$ cat config.mk
export PLATFORM = sky130hd
export DESIGN_NAME = fns_seq_encoder
export DESIGN_NICKNAME = d
export VERILOG_FILES = /design/src/rtl/fns_seq_encoder.sv
export SDC_FILE = /design/constraint.sdc
export NUM_CORES = 1
export LEC_CHECK = 0
export CORE_MARGIN = 2
export CORE_UTILIZATION = 50
export CTS_CLUSTER_SIZE = 25
export DETAILED_ROUTE_END_ITERATION = 7
export PLACE_DENSITY = 0.85
export REMOVE_ABC_BUFFERS = 1
export SYNTH_ARGS = -nofsm -noshare
export SYNTH_HDL_FRONTEND = slang
export SYNTH_SLANG_ARGS = --single-unit
$ cat constraint.sdc
create_clock -name clk -period 5.6 [get_ports clk]
set_input_delay 1.12 -clock clk [delete_from_list [all_inputs] [get_ports clk]]
set_output_delay 1.12 -clock clk [all_outputs]
set_load 0.02 [all_outputs]
$ cat src/rtl/fns_seq_encoder.sv
// Sequential FNS encoder: greedy lane-by-lane subtraction of snapshotted weights, MSB lane first.
// Optional macro FNS_ENC_EARLY_EXIT_EN finishes as soon as the remainder reaches zero.
module fns_seq_encoder #(
    parameter int N_TSV = 9,
    parameter int DW    = 8
) (
    input  logic                clk,
    input  logic                rst_n,
    input  logic [N_TSV-1:0]    en_flag,
    input  logic [N_TSV*DW-1:0] weight,
    input  logic                in_valid,
    output logic                in_ready,
    input  logic [DW-1:0]       data_in,
    output logic                out_valid,
    input  logic                out_ready,
    output logic [N_TSV-1:0]    code_out,
    output logic                err_out,
    output logic [1:0]          state_dbg_o
);

    localparam int IW = (N_TSV > 1) ? $clog2(N_TSV) : 1;
    localparam logic [IW-1:0] IDX_TOP = IW'(N_TSV - 1);

    typedef enum logic [1:0] {
        IDLE = 2'd0,
        ENC  = 2'd1,
        DONE = 2'd2
    } state_e;

    // Handshakes: a transfer happens on a rising edge where valid and ready are both 1;
    // valid never waits on ready, and DONE holds code/err until out_ready is seen.
    state_e              state_q;
    logic [N_TSV-1:0]    en_q;
    logic [N_TSV*DW-1:0] w_q;
    logic [DW-1:0]       rem_q;
    logic [IW-1:0]       idx_q;
    logic [N_TSV-1:0]    code_q;
    logic [N_TSV-1:0]    code_out_q;
    logic                err_q;
    logic                out_valid_q;

    logic [DW-1:0]       w_lane;
    logic                hit;
    logic [DW-1:0]       rem_d;
    logic [N_TSV-1:0]    code_d;
    logic                exit_now;

    always_comb begin
        w_lane = w_q[int'(idx_q)*DW +: DW];
        hit    = en_q[idx_q] && (rem_q >= w_lane);
`ifdef FNS_ENC_EARLY_EXIT_EN
        // A zero remainder means the word is already fully encoded; touch no more lanes.
        if (rem_q == '0) begin
            hit = 1'b0;
        end
`endif
        rem_d  = hit ? (rem_q - w_lane) : rem_q;
        code_d = code_q;
        code_d[idx_q] = hit;
`ifdef FNS_ENC_EARLY_EXIT_EN
        exit_now = (idx_q == '0) || (rem_d == '0);
`else
        exit_now = (idx_q == '0);
`endif
    end

    always_ff @(posedge clk or negedge rst_n) begin
        if (!rst_n) begin
            state_q     <= IDLE;
            en_q        <= '0;
            w_q         <= '0;
            rem_q       <= '0;
            idx_q       <= IDX_TOP;
            code_q      <= '0;
            code_out_q  <= '0;
            err_q       <= 1'b0;
            out_valid_q <= 1'b0;
        end else begin
            case (state_q)
                IDLE: begin
                    if (in_valid) begin
                        en_q    <= en_flag;
                        w_q     <= weight;
                        rem_q   <= data_in;
                        code_q  <= '0;
                        idx_q   <= IDX_TOP;
                        state_q <= ENC;
                    end
                end
                ENC: begin
                    rem_q  <= rem_d;
                    code_q <= code_d;
                    idx_q  <= idx_q - IW'(1);
                    if (exit_now) begin
                        code_out_q  <= code_d;
                        err_q       <= (rem_d != '0);
                        out_valid_q <= 1'b1;
                        state_q     <= DONE;
                    end
                end
                DONE: begin
                    if (out_ready) begin
                        out_valid_q <= 1'b0;
                        state_q     <= IDLE;
                    end
                end
                default: begin
                    out_valid_q <= 1'b0;
                    state_q     <= IDLE;
                end
            endcase
        end
    end

    // Gated with rst_n so nothing is offered as accepted while reset is held.
    assign in_ready    = (state_q == IDLE) && rst_n;
    assign out_valid   = out_valid_q;
    assign code_out    = code_out_q;
    assign err_out     = err_q;
    assign state_dbg_o = state_q;

endmodule

==> impl_results.md <==
- Initial antenna violation count: 0
- Power Density: around 620 nW/um^2
- Main synth FF type: dfrtp_1
- Core region area: between 10,000 and 15,000 sq um
- Wire per inst: between 15 and 20 um
- Pin count of the biggest net entering global routing: 70
- Global-route wire length before repair: 20,000 um
- Clock transition at path regs: 0.06 ns
- Worst path max stage delay: about 0.87 ns
- Die ar.: 11,900 sq um
- Die width: 109 um
- Synth top area share: 0.512
- Post-cts resize count: 0
- Most used cell along the critical path: o21ai_0
- Final setup violation count: 0
- TritonCTS Buffers: 17
- Total gr overflow: 0
- Average cell area after synthesis: approximately 13 sq um
- Number of global-route vias before repair: 4,085
- Die span in y: 109 um
- Setup WS pre-CTS: between 1.5 and 2 ns
- Row cnt: 38
- WHS: between 0.4 and 0.5 ns
- Final nets: approximately 640
- Max VDD drop: about 0.25 mV
- Worst setup path class: reg2reg
- Final worst path period need: roughly 3.7 ns
- Slew @ Worst Pin: roughly 1.1 ns
- Clk sinks: ~110
- Post-synth EDFFs: 0
- Cell area after layout: roughly 7200 sq um
- Vias per cell: approximately 5.6
- Destination of the worst hold path: code_out[8]
- Final hold vios: 0
- Post-route setup slack: around 1.9 ns
- Syn Std Cell Area: approximately 5500 sq um
- Cells after synthesis: between 400 and 500
- Drt total wl: around 12,000 um
- Max cap viols: 0
- Final RePlAce weighted congestion: slightly below 0.9
- Final Max Slew Viols: 0
- Worst path cell trace: mux4_2 -> mux2i_1 -> o21ai_0 -> ha_1 -> inv_1 -> fa_1 -> a211oi_1 -> o21ai_0 -> a211o_1 -> nand3_4 -> nor2_1 -> a221o_1
- Sequential area share after synthesis: 0.517
- DRC violations left: 0
- Clk root buf: clkbuf_8
- CP arrival: between 4 and 5 ns
- DR pass1 iterations: 5
- CP max-delay cell: dfrtp_2
- DRT iter0 DRCs: between 200 and 250
- Cell variety after synth: 47
- Hold_sp: code_q[8]
- Fraction of registers with async set/reset: 1.00
- Post-CTS Hold Fix Bufs: 0
- Syn. warnings: 0
- Synth area leader: dfrtp_1
- Maximum fanout along the worst path: 25
- Clock Tree Buf Depth: 2
- PortBufs: 106
- Total GRT Usage: 0.224
- RR Startpoint: idx_q[0]
- Hold Path Depth: 2
- Clock Latency Late Sink: about 0.52 ns
- DR vias: 3,860
- R2R Setup Slk: 1.87 ns
- Slew HR: 0.273
- WP data required: about 6 ns
- Detailed placer's ending HPWL: roughly 8600 um
- DP Area: about 6700 sq um
- FF-to-FF End: rem_q[5]
- Num ports: 107
- HP Class: reg2reg
- Share of post-route cells with drive strength above 1: 0.265
- CP Capture Type: register
- Fmax: about 270 MHz
- Area Growth Syn to Fin: 30.7%
- CTS tree: done
- Antenna Nets Post-Route: 0
- Top cells by area, synth: dfrtp_1 (51%), mux2_2 (17%), mux4_2 (7.3%)
- Status: finished clean
- Post-CTS Setup Bufs: 0
- Clock skew: 0.00728 ns
- CTS H-tree lvls: 4
- Worst R2R Path Depth: 12
- Initial Utilization: 0.512
- Antenna Cells: 0
- Crit share post-route: 0.666
- RSZ-0062 raised after global routing: no
- Startpoint Class: register
- Static Leakage: roughly 3 nW
- Yosys reg bits: approximately 110
==> metal layers <==
metal  up-vias  routed length, um  track usage
met4         0                240       0.0897
li1       1789                  -            -
met5         -                  0            0
met1      1911               5250        0.299
met2       140               5880        0.350
met3        20                784       0.0592
==> per-stage QoR <==
step	cells	power, mW	TNS, ns	utilization
CTS	687	4.52	0	0.669
detailed placement	656	3.55	0	0.620
floorplan	404	2.99	-1.43	-
global route	687	4.80	0	0.669
global placement	656	3.48	0	0.620
finish	687	4.50	0	0.669
==> final cells by class <==
| class | instances | area [sq um] |
|---|---|---|
| fill | 806 | 3570 |
| timing repair buffer | 112 | 1100 |
| sequential | 114 | 2860 |
| clock buffer | 19 | 432 |
| inverter | 7 | 26.3 |
| multi-input combinational | 283 | 2540 |
| tap | 140 | 175 |
| clock inverter | 12 | 92.6 |
==> logic make-up after synthesis <==
kind of cell | after synthesis | share of synthesized area
AO/OA/AOI/OAI | 80 | 0.0906
XOR/XNOR | 5 | 0.00793
multiplexers | 109 | 0.257
AND/OR/NAND/NOR | 76 | 0.0720
adder cells (fa/ha/maj) | 13 | 0.0308
buffers and inverters | 30 | 0.0256
flip-flops | 114 | 0.517
==> worst max path at each step <==
stage / cells past startpoint / slack [ns] / from / end
4_1_cts: 12 / 1.82 / idx_q[0] / rem_q[5]
2_1_floorplan: 4 / -0.17 / in_valid / code_q[1]
3_3_place_gp: 12 / 1.93 / idx_q[0] / rem_q[4]
5_1_grt: 12 / 1.52 / idx_q[0] / rem_q[3]
3_5_place_dp: 12 / 1.84 / idx_q[0] / rem_q[5]
6_report: 12 / 1.87 / idx_q[0] / rem_q[5]
==> sequential cells by signal, summed over array words and instances (netlist names) <==
name / count
w_q: 72
code_out: 9
en_q: 9
code_q: 8
rem_q: 8
idx_q: 4
state_dbg_o: 2
err_out: 1
out_valid: 1
==> cells in the final DEF, fill, tap and decap left out, types with 4 or more instances in the layout <==
cell | netlist | final
xnor2_1 | 5 | 5
clkinv_2 | 0 | 8
a221o_1 | 8 | 8
a21oi_1 | 24 | 24
nand3_1 | 5 | 5
nand2_1 | 28 | 28
buf_4 | 1 | 7
inv_1 | 7 | 7
ha_1 | 12 | 12
o21ai_0 | 27 | 27
o21a_1 | 4 | 4
mux2i_1 | 10 | 10
clkdlybuf4s50_1 | 0 | 105
clkbuf_16 | 0 | 16
nor2_1 | 22 | 22
dfrtp_1 | 113 | 112
mux4_2 | 18 | 18
nor2b_1 | 4 | 4
mux2_2 | 81 | 81
==> power breakdown <==
part | leakage [nW] | switching [mW] | internal (mW)
Clock | 0.259 | 0.361 | 0.588
Combinational | 1.30 | 0.955 | 1.07
Sequential | 1.38 | 0.304 | 1.22
Total | 2.93 | 1.62 | 2.88
==> synthesized netlist by cell type, types with 3 or more instances <==
library cell  number
o21ai_0           27
inv_1              7
ha_1              12
o21a_1             4
nand3_1            5
xnor2_1            5
dfrtp_1          113
o21ai_1            3
a21oi_1           24
mux2_2            81
a221o_1            8
mux4_2            18
nor2b_1            4
buf_2              8
nand2_1           28
nor2_1            22
clkbuf_1          10
mux2i_1           10
==> worst max-delay path: cells and delay by family, from the launching register on <==
family | cells | cell delay (ns)
buffers and inverters | 1 | 0.06
multiplexers | 2 | 0.44
AO/OA/AOI/OAI | 5 | 1.33
adder cells (fa/ha/maj) | 2 | 0.61
AND/OR/NAND/NOR | 2 | 0.28
flip-flops | 1 | 0.87
Power figures use the tool's default switching activity.
==> patch 1: new RTL, same settings <==
Register the output `state_dbg_o` once more; this adds one clock of latency there. The other outputs are not delayed to match.
--- a/src/rtl/fns_seq_encoder.sv
+++ b/src/rtl/fns_seq_encoder.sv
@@ -117,7 +117,9 @@
     assign out_valid   = out_valid_q;
     assign code_out    = code_out_q;
     assign err_out     = err_q;
-    assign state_dbg_o = state_q;
+    always_ff @(posedge clk) begin
+        state_dbg_o <= state_q;
+    end
 
 endmodule
 
Function: changed (Yosys sat finds a counterexample within 4 cycles, from zero or initial values and one cycle with rst_n low).
==> patch 1 against the original RTL <==
Cell count grew 0.15%; final area up 1.4%; wire length is 3.9% higher; setup slack worse by 170 ps; power is 3.9% higher; maximum frequency decreased by 4.4%; die area grew 0.70%; sequential cell count up 2; synthesized area is 0.72% higher; critical path type unchanged; largest power group unchanged.
==> patch 1: results (changes against the original RTL) <==
| Metric | Value |
|---|---|
| Result of the run | `completed (unchanged)` |
| Slowest-stage cell, CP | `sky130_fd_sc_hd__dfrtp_1 (was sky130_fd_sc_hd__dfrtp_2)` |
| Area share of xor/xnor cells in the synthesized design | `0.00787 (was 0.00793)` |
| Mux contribution to synthesized area | `0.255 (was 0.257)` |
| Layout cell share with drive strength beyond 1 | `0.257 (was 0.265)` |
| Fraction of registers with async set or reset after synthesis | `0.983 (was 1.00)` |
| Initial antenna violation count | `0 (unchanged)` |
| Post-detailed-route via-to-cell ratio | `5.72 (was 5.62)` |
| Via count of the first global-routing pass | `4,129 (was 4,085)` |
| Seq/Total Area, Yosys | `0.520 (was 0.517)` |
| Switching share of power | `0.355 (was 0.360)` |
| Total global routing track utilization | `0.231 (was 0.224)` |
| P_leak | `2.97 nW (was 2.93 nW)` |
| Unique cell type count in the Yosys netlist | `48 (was 47)` |
| Wirelength, routed | `12.6 mm (was 12.2 mm)` |
| Post-detailed-placement half-perimeter wirelength | `8.52 mm (was 8.63 mm)` |
| Critical Path Fanout Max | `22 (was 25)` |
| Adder and majority cell fraction of the synthesized area | `0.0306 (was 0.0308)` |
| Data arrival time of the critical path | `4280 ps (was 4130 ps)` |
| Global-route wire length before repair | `20.8 mm (was 20.0 mm)` |
| Number of DRC markers after the initial detailed-route iteration | `172 (was 209)` |
| Top cells by area in the synthesized netlist | `sky130_fd_sc_hd__dfrtp_1 51%, sky130_fd_sc_hd__mux2_2 16%, sky130_fd_sc_hd__mux4_2 7.3% (was sky130_fd_sc_hd__dfrtp_1 51%, sky130_fd_sc_hd__mux2_2 17%, sky130_fd_sc_hd__mux4_2 7.3%)` |
| Max incr delay on CP | `1030 ps (was 870 ps)` |
| Transition time at the pin with the least slew margin | `1050 ps (was 1090 ps)` |
| Post-synthesis compound-gate area fraction | `0.0899 (was 0.0906)` |
| Placer congestion estimate | `0.852 (was 0.870)` |
| Fraction of post-synthesis cell area in the top cell type by area | `0.508 (was 0.512)` |
| Fin Clk Skew | `11.0 ps (was 7.28 ps)` |
| Placed cell area | `6730 um^2 (was 6700 um^2)` |
[patch 1: logic make-up (layout without fill, tap and decap cells)]
logic type	after synthesis	in the layout
AO/OA/AOI/OAI	80	80
XOR/XNOR	5	5
adder cells (fa/ha/maj)	13	13
buffers and inverters	30	149
flip-flops	116	116
multiplexers	109	109
AND/OR/NAND/NOR	76	76
[patch 1: routing by layer]
metal / track usage / vias up / routed length [um]
met5: 0 / - / 0
met4: 0.0678 / 0 / 140
met3: 0.0522 / 14 / 673
met2: 0.386 / 134 / 6460
met1: 0.305 / 1989 / 5350
li1: - / 1798 / -
[patch 1: through the flow]
| stage | cells | setup slack [ps] | setup TNS (ps) | power [mW] |
|---|---|---|---|---|
| 3_3_place_gp | 656 | 1970 | 0 | 3.45 |
| 3_5_place_dp | 656 | 1780 | 0 | 3.57 |
| 2_1_floorplan | 406 | -172 | -1430 | 3.01 |
| 4_1_cts | 688 | 1660 | 0 | 4.69 |
| 6_report | 688 | 1700 | 0 | 4.68 |
| 5_1_grt | 688 | 1360 | 0 | 4.98 |
[patch 1: power groups by stage]
stage,registers [mW],logic (mW),clock network [mW]
3_3_place_gp,1.55,1.91,0
2_1_floorplan,1.52,1.49,0
5_1_grt,1.63,2.24,1.12
3_5_place_dp,1.57,2.00,0
4_1_cts,1.58,2.04,1.07
6_report,1.58,2.04,1.06
[patch 1: worst max-delay path: cells and delay by family (launching register included)]
| kind | cells | cell delay, ps |
|---|---|---|
| adder cells (fa/ha/maj) | 2 | 600 |
| buffers and inverters | 1 | 60 |
| flip-flops | 1 | 1030 |
| AND/OR/NAND/NOR | 2 | 290 |
| AO/OA/AOI/OAI | 5 | 1320 |
| multiplexers | 2 | 460 |
[patch 1: area by class of cell]
type                       count  area [um^2]
fill                         773         3520
clock inverter                 9          129
multi-input combinational    283         2540
tap                          140          175
inverter                       7         26.3
clock buffer                  23          457
timing repair buffer         110         1100
sequential                   116         2900
[patch 1: final timing paths]
kind                       slack, ps                  start                      end
max                             1700   idx_q[1]$_DFFE_PN0P_     rem_q[6]$_DFFE_PN0P_
max reg2reg                     1700   idx_q[1]$_DFFE_PN0P_     rem_q[6]$_DFFE_PN0P_
min in group asynchronous        610                  rst_n   state_q[0]$_DFFE_PN0P_
max in group asynchronous       3680                  rst_n     idx_q[0]$_DFFE_PN0P_
min                              470  code_q[8]$_DFFE_PN0P_  code_out[8]$_DFFE_PN0P_
min reg2reg                      470  code_q[8]$_DFFE_PN0P_  code_out[8]$_DFFE_PN0P_
==> patch 2: new RTL, same settings <==
Without the edit above. Set the parameter `N_TSV` to 10 (it was 9).
--- a/src/rtl/fns_seq_encoder.sv
+++ b/src/rtl/fns_seq_encoder.sv
@@ -1,7 +1,7 @@
 // Sequential FNS encoder: greedy lane-by-lane subtraction of snapshotted weights, MSB lane first.
 // Optional macro FNS_ENC_EARLY_EXIT_EN finishes as soon as the remainder reaches zero.
 module fns_seq_encoder #(
-    parameter int N_TSV = 9,
+    parameter int N_TSV = 10,
     parameter int DW    = 8
 ) (
     input  logic                clk,
Ports: changed (resized code_out, en_flag and weight); port bits go from 107 to 117. The function was not compared with the original's and may differ.
==> patch 2 against the original RTL <==
Sequential power increased by 7%; power rose by 11%; synthesized cell count grew 56%; setup slack worse by 350 ps; wire length up 24%; count of clock-buffer cells in the layout rose by 2; sequential cell count is 11 higher; maximum frequency shrank 8.6%; synthesized area up 10%; final area is 10% higher; sequential share of layout area shrank 0.23 points.
==> patch 2: results (changes against the original RTL) <==
| Metric | Value |
|---|---|
| Portion of the layout cell area used by clock cells | `0.0817 (was 0.0726)` |
| Number of DRC markers after the initial detailed-route iteration | `437 (was 209)` |
| Placed cell area | `7310 um^2 (was 6700 um^2)` |
| Post-detailed-placement half-perimeter wirelength | `10.1 mm (was 8.63 mm)` |
| Max incr delay on CP | `960 ps (was 870 ps)` |
| Total global routing track utilization | `0.246 (was 0.224)` |
| Clk_buf instances | `21 (was 19)` |
| Post-detailed-route via-to-cell ratio | `5.58 (was 5.62)` |
| Clock latency reported for the late side of the worst-skew pair | `420 ps (was 520 ps)` |
| FF-to-FF setup slack | `1520 ps (was 1870 ps)` |
| R2R Path End | `rem_q[6]$_DFFE_PN0P_ (was rem_q[5]$_DFFE_PN0P_)` |
| Layout filler cell count | `913 (was 806)` |
| Result of the run | `completed (unchanged)` |
| Comb. pwr | `2.15 mW (was 2.03 mW)` |
| Reg2reg start | `idx_q[0]$_DFFE_PN1P_ (was idx_q[0]$_DFFE_PN0P_)` |
| Maximum vdd ir drop | `0.340 mV (was 0.246 mV)` |
| Data arrival time of the critical path | `4380 ps (was 4130 ps)` |
| Unique cell type count in the Yosys netlist | `51 (was 47)` |
| Routed wirelength normalized by instance count | `16.3 um (was 17.7 um)` |
| Seq/Total Area, Yosys | `0.514 (was 0.517)` |
| Pin count of the biggest net entering global routing | `103 (was 70)` |
| Count of inverters not on the clock network in the layout | `10 (was 7)` |
| Count of input and output buffers | `116 (was 106)` |
| Placer congestion estimate | `0.931 (was 0.870)` |
| Fin Clk Skew | `7.22 ps (was 7.28 ps)` |
| Signal buffers | `121 (was 112)` |
| Layout multi-input combinational cell count | `493 (was 283)` |
| WHS Endpoint | `code_out[5]$_DFFE_PN0P_ (was code_out[8]$_DFFE_PN0P_)` |
| Die area | `13,100 um^2 (was 11,900 um^2)` |
| Number of cells traversed by the worst register-to-register path | `11 (was 12)` |
-- patch 2: cell count changes after synthesis, sizes merged, moves of 7 or more --
cell / unedited run / this run
a221o: 8 / 1
clkbuf: 10 / 30
nand2: 28 / 312
dfrtp: 113 / 123
mux2: 81 / 8
a22oi: 0 / 14
nor2: 22 / 10
o21ai: 31 / 19
-- patch 2: kinds of logic (layout without fill, tap and decap cells) --
logic type	count (synthesis)	after routing	synth area share
compound gates	79	79	0.0860
xor+xnor	6	6	0.00862
fa+ha+maj	13	13	0.0279
buf+inv	50	163	0.0345
flops	125	125	0.514
mux	31	31	0.0878
simple gates	364	364	0.242
-- patch 2: through the flow --
step | hold slack (ps) | instances
floorplan | 432 | 628
global placement | 450 | 896
detailed placement | 451 | 896
CTS | 470 | 928
global route | 490 | 928
finish | 470 | 928
-- patch 2: metal layers --
metal	vias to the layer above	wire (um)	global-route usage
li1	2423	-	-
met1	2494	6380	0.316
met2	213	7520	0.416
met3	45	898	0.0529
met4	0	326	0.0846
met5	-	0	0
